==> src/rtl/loader_pkg.sv <==
// Shared types and constants for the ROM loader: FSM state encoding and word geometry.
package loader_pkg;

   localparam int ADDR_W_DEF     = 8;
   localparam int DATA_W_DEF     = 32;
   localparam int BYTES_PER_WORD = 4;

   typedef enum logic [1:0] {
      IDLE    = 2'd0,
      COLLECT = 2'd1,
      WRITE   = 2'd2,
      DONE    = 2'd3
   } state_t;

endpackage

==> src/rtl/word_assembler.sv <==
// Big-endian word assembly: shifts bytes in MSB-first and flags the final byte of a word.
module word_assembler
   import loader_pkg::*;
(
   input  logic        clk,
   input  logic        R,
   input  logic        clear,
   input  logic        shift,
   input  logic [7:0]  in_byte,
   output logic [31:0] word,
   output logic        last_byte
);

   logic [31:0] shreg;
   logic [1:0]  byte_cnt;

   always_ff @(posedge clk or negedge R) begin
      if (!R) begin
         shreg    <= '0;
         byte_cnt <= '0;
      end else if (clear) begin
         shreg    <= '0;
         byte_cnt <= '0;
      end else if (shift) begin
         shreg    <= {shreg[23:0], in_byte};
         byte_cnt <= byte_cnt + 2'd1;
      end
   end

   assign word      = shreg;
   assign last_byte = (byte_cnt == 2'(BYTES_PER_WORD - 1));

endmodule

==> src/rtl/rom_loader.sv <==
// Streams bytes into the instruction ROM as big-endian words from address 0,
// holding the fetch stage (cpu_le low) for the duration of the load.
module rom_loader
   import loader_pkg::*;
#(
   parameter int ADDR_W = ADDR_W_DEF,
   parameter int DATA_W = DATA_W_DEF
) (
   input  logic              clk,
   input  logic              R,
   input  logic              start,
   input  logic [ADDR_W:0]   num_words,
   input  logic              in_valid,
   input  logic [7:0]        in_byte,
   output logic              in_ready,
   output logic              mem_we,
   output logic [ADDR_W-1:0] mem_addr,
   output logic [DATA_W-1:0] mem_wdata,
   output logic              busy,
   output logic              done,
   output logic              cpu_le,
   output state_t            dbg_state
);

   // Handshake: a byte moves on a rising edge where in_valid && in_ready.
   // in_ready is decoded from state only, so the source may hold in_valid
   // high across the one-cycle WRITE gap between words.

   state_t            state, state_nxt;
   logic [ADDR_W:0]   word_cnt;
   logic [ADDR_W:0]   num_q;
   logic [ADDR_W-1:0] addr_q;
   logic [DATA_W-1:0] wdata_q;
   logic [31:0]       word;
   logic              last_byte;
   logic              accept;
   logic              word_done;
   logic              load_start;

   assign load_start = (state == IDLE) && start;
   assign accept     = (state == COLLECT) && in_valid;
   assign word_done  = accept && last_byte;

   word_assembler u_word_assembler (
      .clk       (clk),
      .R         (R),
      .clear     (load_start),
      .shift     (accept),
      .in_byte   (in_byte),
      .word      (word),
      .last_byte (last_byte)
   );

   always_ff @(posedge clk or negedge R) begin
      if (!R) state <= IDLE;
      else    state <= state_nxt;
   end

   always_comb begin
      state_nxt = state;
      case (state)
         IDLE:    if (start) state_nxt = (num_words == '0) ? DONE : COLLECT;
         COLLECT: if (word_done) state_nxt = WRITE;
         WRITE:   state_nxt = ((word_cnt + 1'b1) == num_q) ? DONE : COLLECT;
         DONE:    state_nxt = IDLE;
         default: state_nxt = IDLE;
      endcase
   end

   // Counter is one bit wider than the address so a full 2^ADDR_W load terminates.
   always_ff @(posedge clk or negedge R) begin
      if (!R) begin
         word_cnt <= '0;
         num_q    <= '0;
         addr_q   <= '0;
         wdata_q  <= '0;
      end else begin
         if (load_start) begin
            word_cnt <= '0;
            num_q    <= num_words;
         end else if (state == WRITE) begin
            word_cnt <= word_cnt + 1'b1;
         end
         if (word_done) begin
            addr_q  <= word_cnt[ADDR_W-1:0];
            wdata_q <= {word[23:0], in_byte};
         end
      end
   end

   assign in_ready  = (state == COLLECT);
   assign mem_we    = (state == WRITE);
   assign busy      = (state == COLLECT) || (state == WRITE);
   assign done      = (state == DONE);
   assign cpu_le    = (state == IDLE);
   assign mem_addr  = addr_q;
   assign mem_wdata = wdata_q;
   assign dbg_state = state;

endmodule

==> config.mk <==
export PLATFORM = sky130hd
export DESIGN_NAME = rom_loader
export DESIGN_NICKNAME = d
export VERILOG_FILES = /design/src/rtl/loader_pkg.sv /design/src/rtl/word_assembler.sv /design/src/rtl/rom_loader.sv
export SDC_FILE = /design/constraint.sdc
export NUM_CORES = 1
export LEC_CHECK = 0
export ABC_CLOCK_PERIOD_IN_PS = 4500
export BUFFER_PORTS_ARGS = -buffer_cell sky130_fd_sc_hd__clkbuf_2
export CAP_MARGIN = 0
export CORE_UTILIZATION = 59
export DETAILED_ROUTE_END_ITERATION = 16
export PLACE_DENSITY = 0.95
export REMOVE_ABC_BUFFERS = 1
export SLEW_MARGIN = 10
export SYNTH_ARGS = -nofsm -noshare
export SYNTH_HDL_FRONTEND = slang
export SYNTH_SLANG_ARGS = --single-unit
==> constraint.sdc <==
create_clock -name clk -period 4.5 [get_ports clk]
set_input_delay 0.45 -clock clk [delete_from_list [all_inputs] [get_ports clk]]
set_output_delay 0.45 -clock clk [all_outputs]
set_load 0.01 [all_outputs]
==> results.yml <==
global_routing:
  grt_max_degree: 87
  grt_pass1_vias: 2616
  track_usage: 0.257
  gr-total-overflow: 0
  grt_pass1_wl_um: 12600
  antenna_found_initial: 0
critical_path:
  rr_endpoint: "dbg_state[1]"
  cp-start-kind: "flip-flop"
  regToRegSetupSlack_ns: 1.71
  worst-path-max-fanout: 43
  crit_type: "reg -> reg"
  arrival_ns: 3.03
  worstReg2RegStart: "dbg_state[1]"
  crit_required_ns: 4.74
  cp-end-kind: "flip-flop"
  reg2reg_depth: 7
timing:
  fin_skew_ns: 0.00781
  min_period_ns: 2.79
  worst_slew_margin_rel: 0.299
  worstMarginPinSlew_ns: 1.05
  fin_ws_ns: 1.71
  hold_violations: 0
  setup_viol: 0
  min_period_over_period: 0.621
  fmax_mhz: 358
  tns_ns: 0
  rsz0062_at_grt: "false"
  maxSlewViolCount: 0
cts:
  post_cts.repair.setup_buffers: 0
  clock_sinks: 86
  post_cts_resized: 0
  cts_buffers: 9
  clkTransAtPathRegs_ns: 0.08
  cts-root-buf: "clkbuf_8"
  holdBufCountCts: 0
  cts_tree: "done"
  clkLatencyLatePin_ns: 0.36
  clk_path_buf_depth: 2
  htreeDepth: 3
drt:
  drtAntennaViolNets: 0
  drc: 0
  num_vias: 2679
  drt_iter0_markers: 210
  dr.pass1.iters: 5
  drt_wl_total_um: 7940
  routed_via_density: 5.86
  wire_per_inst_um: 17.4
synthesis:
  ys_seq_area_frac: 0.573
  synth_edf_count: 0
  synth.area.top_cells: "dfrtp_1 (57%), mux2_2 (15%), nand2_1 (5.8%)"
  yosys.area_share.simple: 0.114
  synth.mux.area_fraction: 0.155
  yosys.area_share.adder: 0.0200
  synth_compound_area_frac: 0.0577
  syn_inst: 320
  syn_area_um2: 3750
  ys_ff_latch: 86
  synth_top_family_by_area: "multiplexers"
  syn_area_per_cell_um2: 11.7
  synth_top_area_frac: 0.573
  synthFlopType: "dfrtp_1"
  synth.distinct_cells: 34
  yosysTopAreaCell: "dfrtp_1"
  yosys_warnings: 0
  synth_async_sr_flop_share: 1.00
  synth_xor_area_frac: 0.0490
cells_and_area:
  regArea_um2: 2150
  syn2layout_area_growth_pct: 14.2
  layout-drive-gt1-share: 0.356
  fin_nets: 405
  final_util: 0.712
  n_fill_cell: 395
  fin_area_um2: 4290
  n_antenna_cell: 0
  multiInputGateArea_um2: 1490
run_status:
  status: "finished clean"
placed_design:
  placed_area_um2: 4090
  port_buffers: 67
  hpwl_um: 5120
  routabilityCongestion: 0.877
  dp_slack_ns: 1.81
die:
  core-area_um2: 6030
  rows: 28
  die-area_um2: 6680
  start_util: 0.623
  ioPinCount: 68
  die-width_um: 81.8
  die_height_um: 81.8
pwr:
  p_leak_nw: 2.16
  vdd_drop_max_mv: 0.338
  p_per_area_nw_per_um2: 603
min_path:
  hold_class: "in -> async"
flow_run:
  drv_cap: 0
==> where the power goes <==
part           total (W)  switching [W]  internal (W)
sequential       0.00121       0.000193       0.00101
combinational   0.000831       0.000460      0.000371
clock           0.000550       0.000265      0.000284
total            0.00259       0.000918       0.00167
==> critical path: stages (launching register included) <==
cell      delay [ns]
dfrtp_1         0.45
inv_1           0.14
ha_1            0.36
nand3_2         0.87
a211oi_1        0.55
nand2_1         0.08
o21ai_0         0.12
o31ai_2         0.11
==> flip-flops by register name (all words and copies together), names as in the netlist <==
| signal | count |
|---|---|
| mem_wdata | 32 |
| dbg_state | 2 |
| num_q | 9 |
| word_cnt | 9 |
| u_word_assembler.byte_cnt | 2 |
| u_word_assembler.word | 24 |
| mem_addr | 8 |
==> layout make-up <==
| cell class | instances | area share |
|---|---|---|
| Clock buffer | 12 | 0.0362 |
| Clock inverter | 3 | 0.0102 |
| Inverter | 2 | 0.00175 |
| Multi-Input combinational cell | 211 | 0.348 |
| Sequential cell | 86 | 0.502 |
| Tap cell | 75 | 0.0219 |
| Timing Repair Buffer | 68 | 0.0805 |
==> through the flow <==
| step | power (W) | hold WS [ns] | std cells |
|---|---|---|---|
| after floorplan | 0.00171 | 0.154 | 299 |
| after global placement | 0.00196 | 0.488 | 442 |
| after detailed placement | 0.00202 | 0.492 | 442 |
| after CTS | 0.00258 | 0.313 | 457 |
| after global routing | 0.00272 | 0.331 | 457 |
| final | 0.00259 | 0.257 | 457 |
==> synthesized netlist by cell type (all sizes together), types with 2 or more instances <==
library cell,instances
nand3,5
ha,6
nand2,58
inv,2
mux2i,3
xnor2,8
a211oi,2
a21oi,28
nor4,3
nor2,13
nand4,4
clkbuf,7
xor2,13
and2,2
buf,14
nor2b,2
and3,2
mux2,49
dfrtp,86
and4,2
o21ai,2
==> per-layer routing <==
layer  vias up  global-route usage  wire length, um
li1       1207                   -                -
met1      1343               0.333             3410
met2       104               0.397             3890
met3        25              0.0622              420
met4         0               0.146              221
met5         -                   0                0
==> logic make-up (layout without fill, tap and decap cells) <==
family,count (synthesis),after routing
AND/OR/NAND/NOR,95,95
flip-flops,86,86
multiplexers,52,52
AO/OA/AOI/OAI,37,37
buffers and inverters,23,85
XOR/XNOR,21,21
adder cells (fa/ha/maj),6,6
==> layout by cell type, fill, tap and decap left out, drive strengths merged, types with 2 or more instances in the layout <==
| cell type | instances |
|---|---|
| a211oi | 2 |
| a21oi | 28 |
| and2 | 2 |
| and3 | 2 |
| and4 | 2 |
| buf | 2 |
| clkbuf | 78 |
| clkinv | 2 |
| dfrtp | 86 |
| ha | 6 |
| inv | 2 |
| mux2 | 49 |
| mux2i | 3 |
| nand2 | 58 |
| nand3 | 5 |
| nand4 | 4 |
| nor2 | 13 |
| nor2b | 2 |
| nor4 | 3 |
| o21ai | 2 |
| xnor2 | 8 |
| xor2 | 13 |
==> worst max-delay path by stage <==
| stage | slack [ns] | start | cells past startpoint | endpoint |
|---|---|---|---|---|
| detailed placement | 1.81 | dbg_state[1] | 7 | dbg_state[1] |
| global placement | 2.01 | dbg_state[1] | 7 | dbg_state[1] |
| CTS | 1.78 | dbg_state[1] | 7 | dbg_state[1] |
| global route | 1.56 | dbg_state[1] | 7 | dbg_state[1] |
| floorplan | 1.75 | dbg_state[1] | 7 | dbg_state[1] |
| finish | 1.71 | dbg_state[1] | 7 | dbg_state[1] |
(Power assumes the default switching activity.)
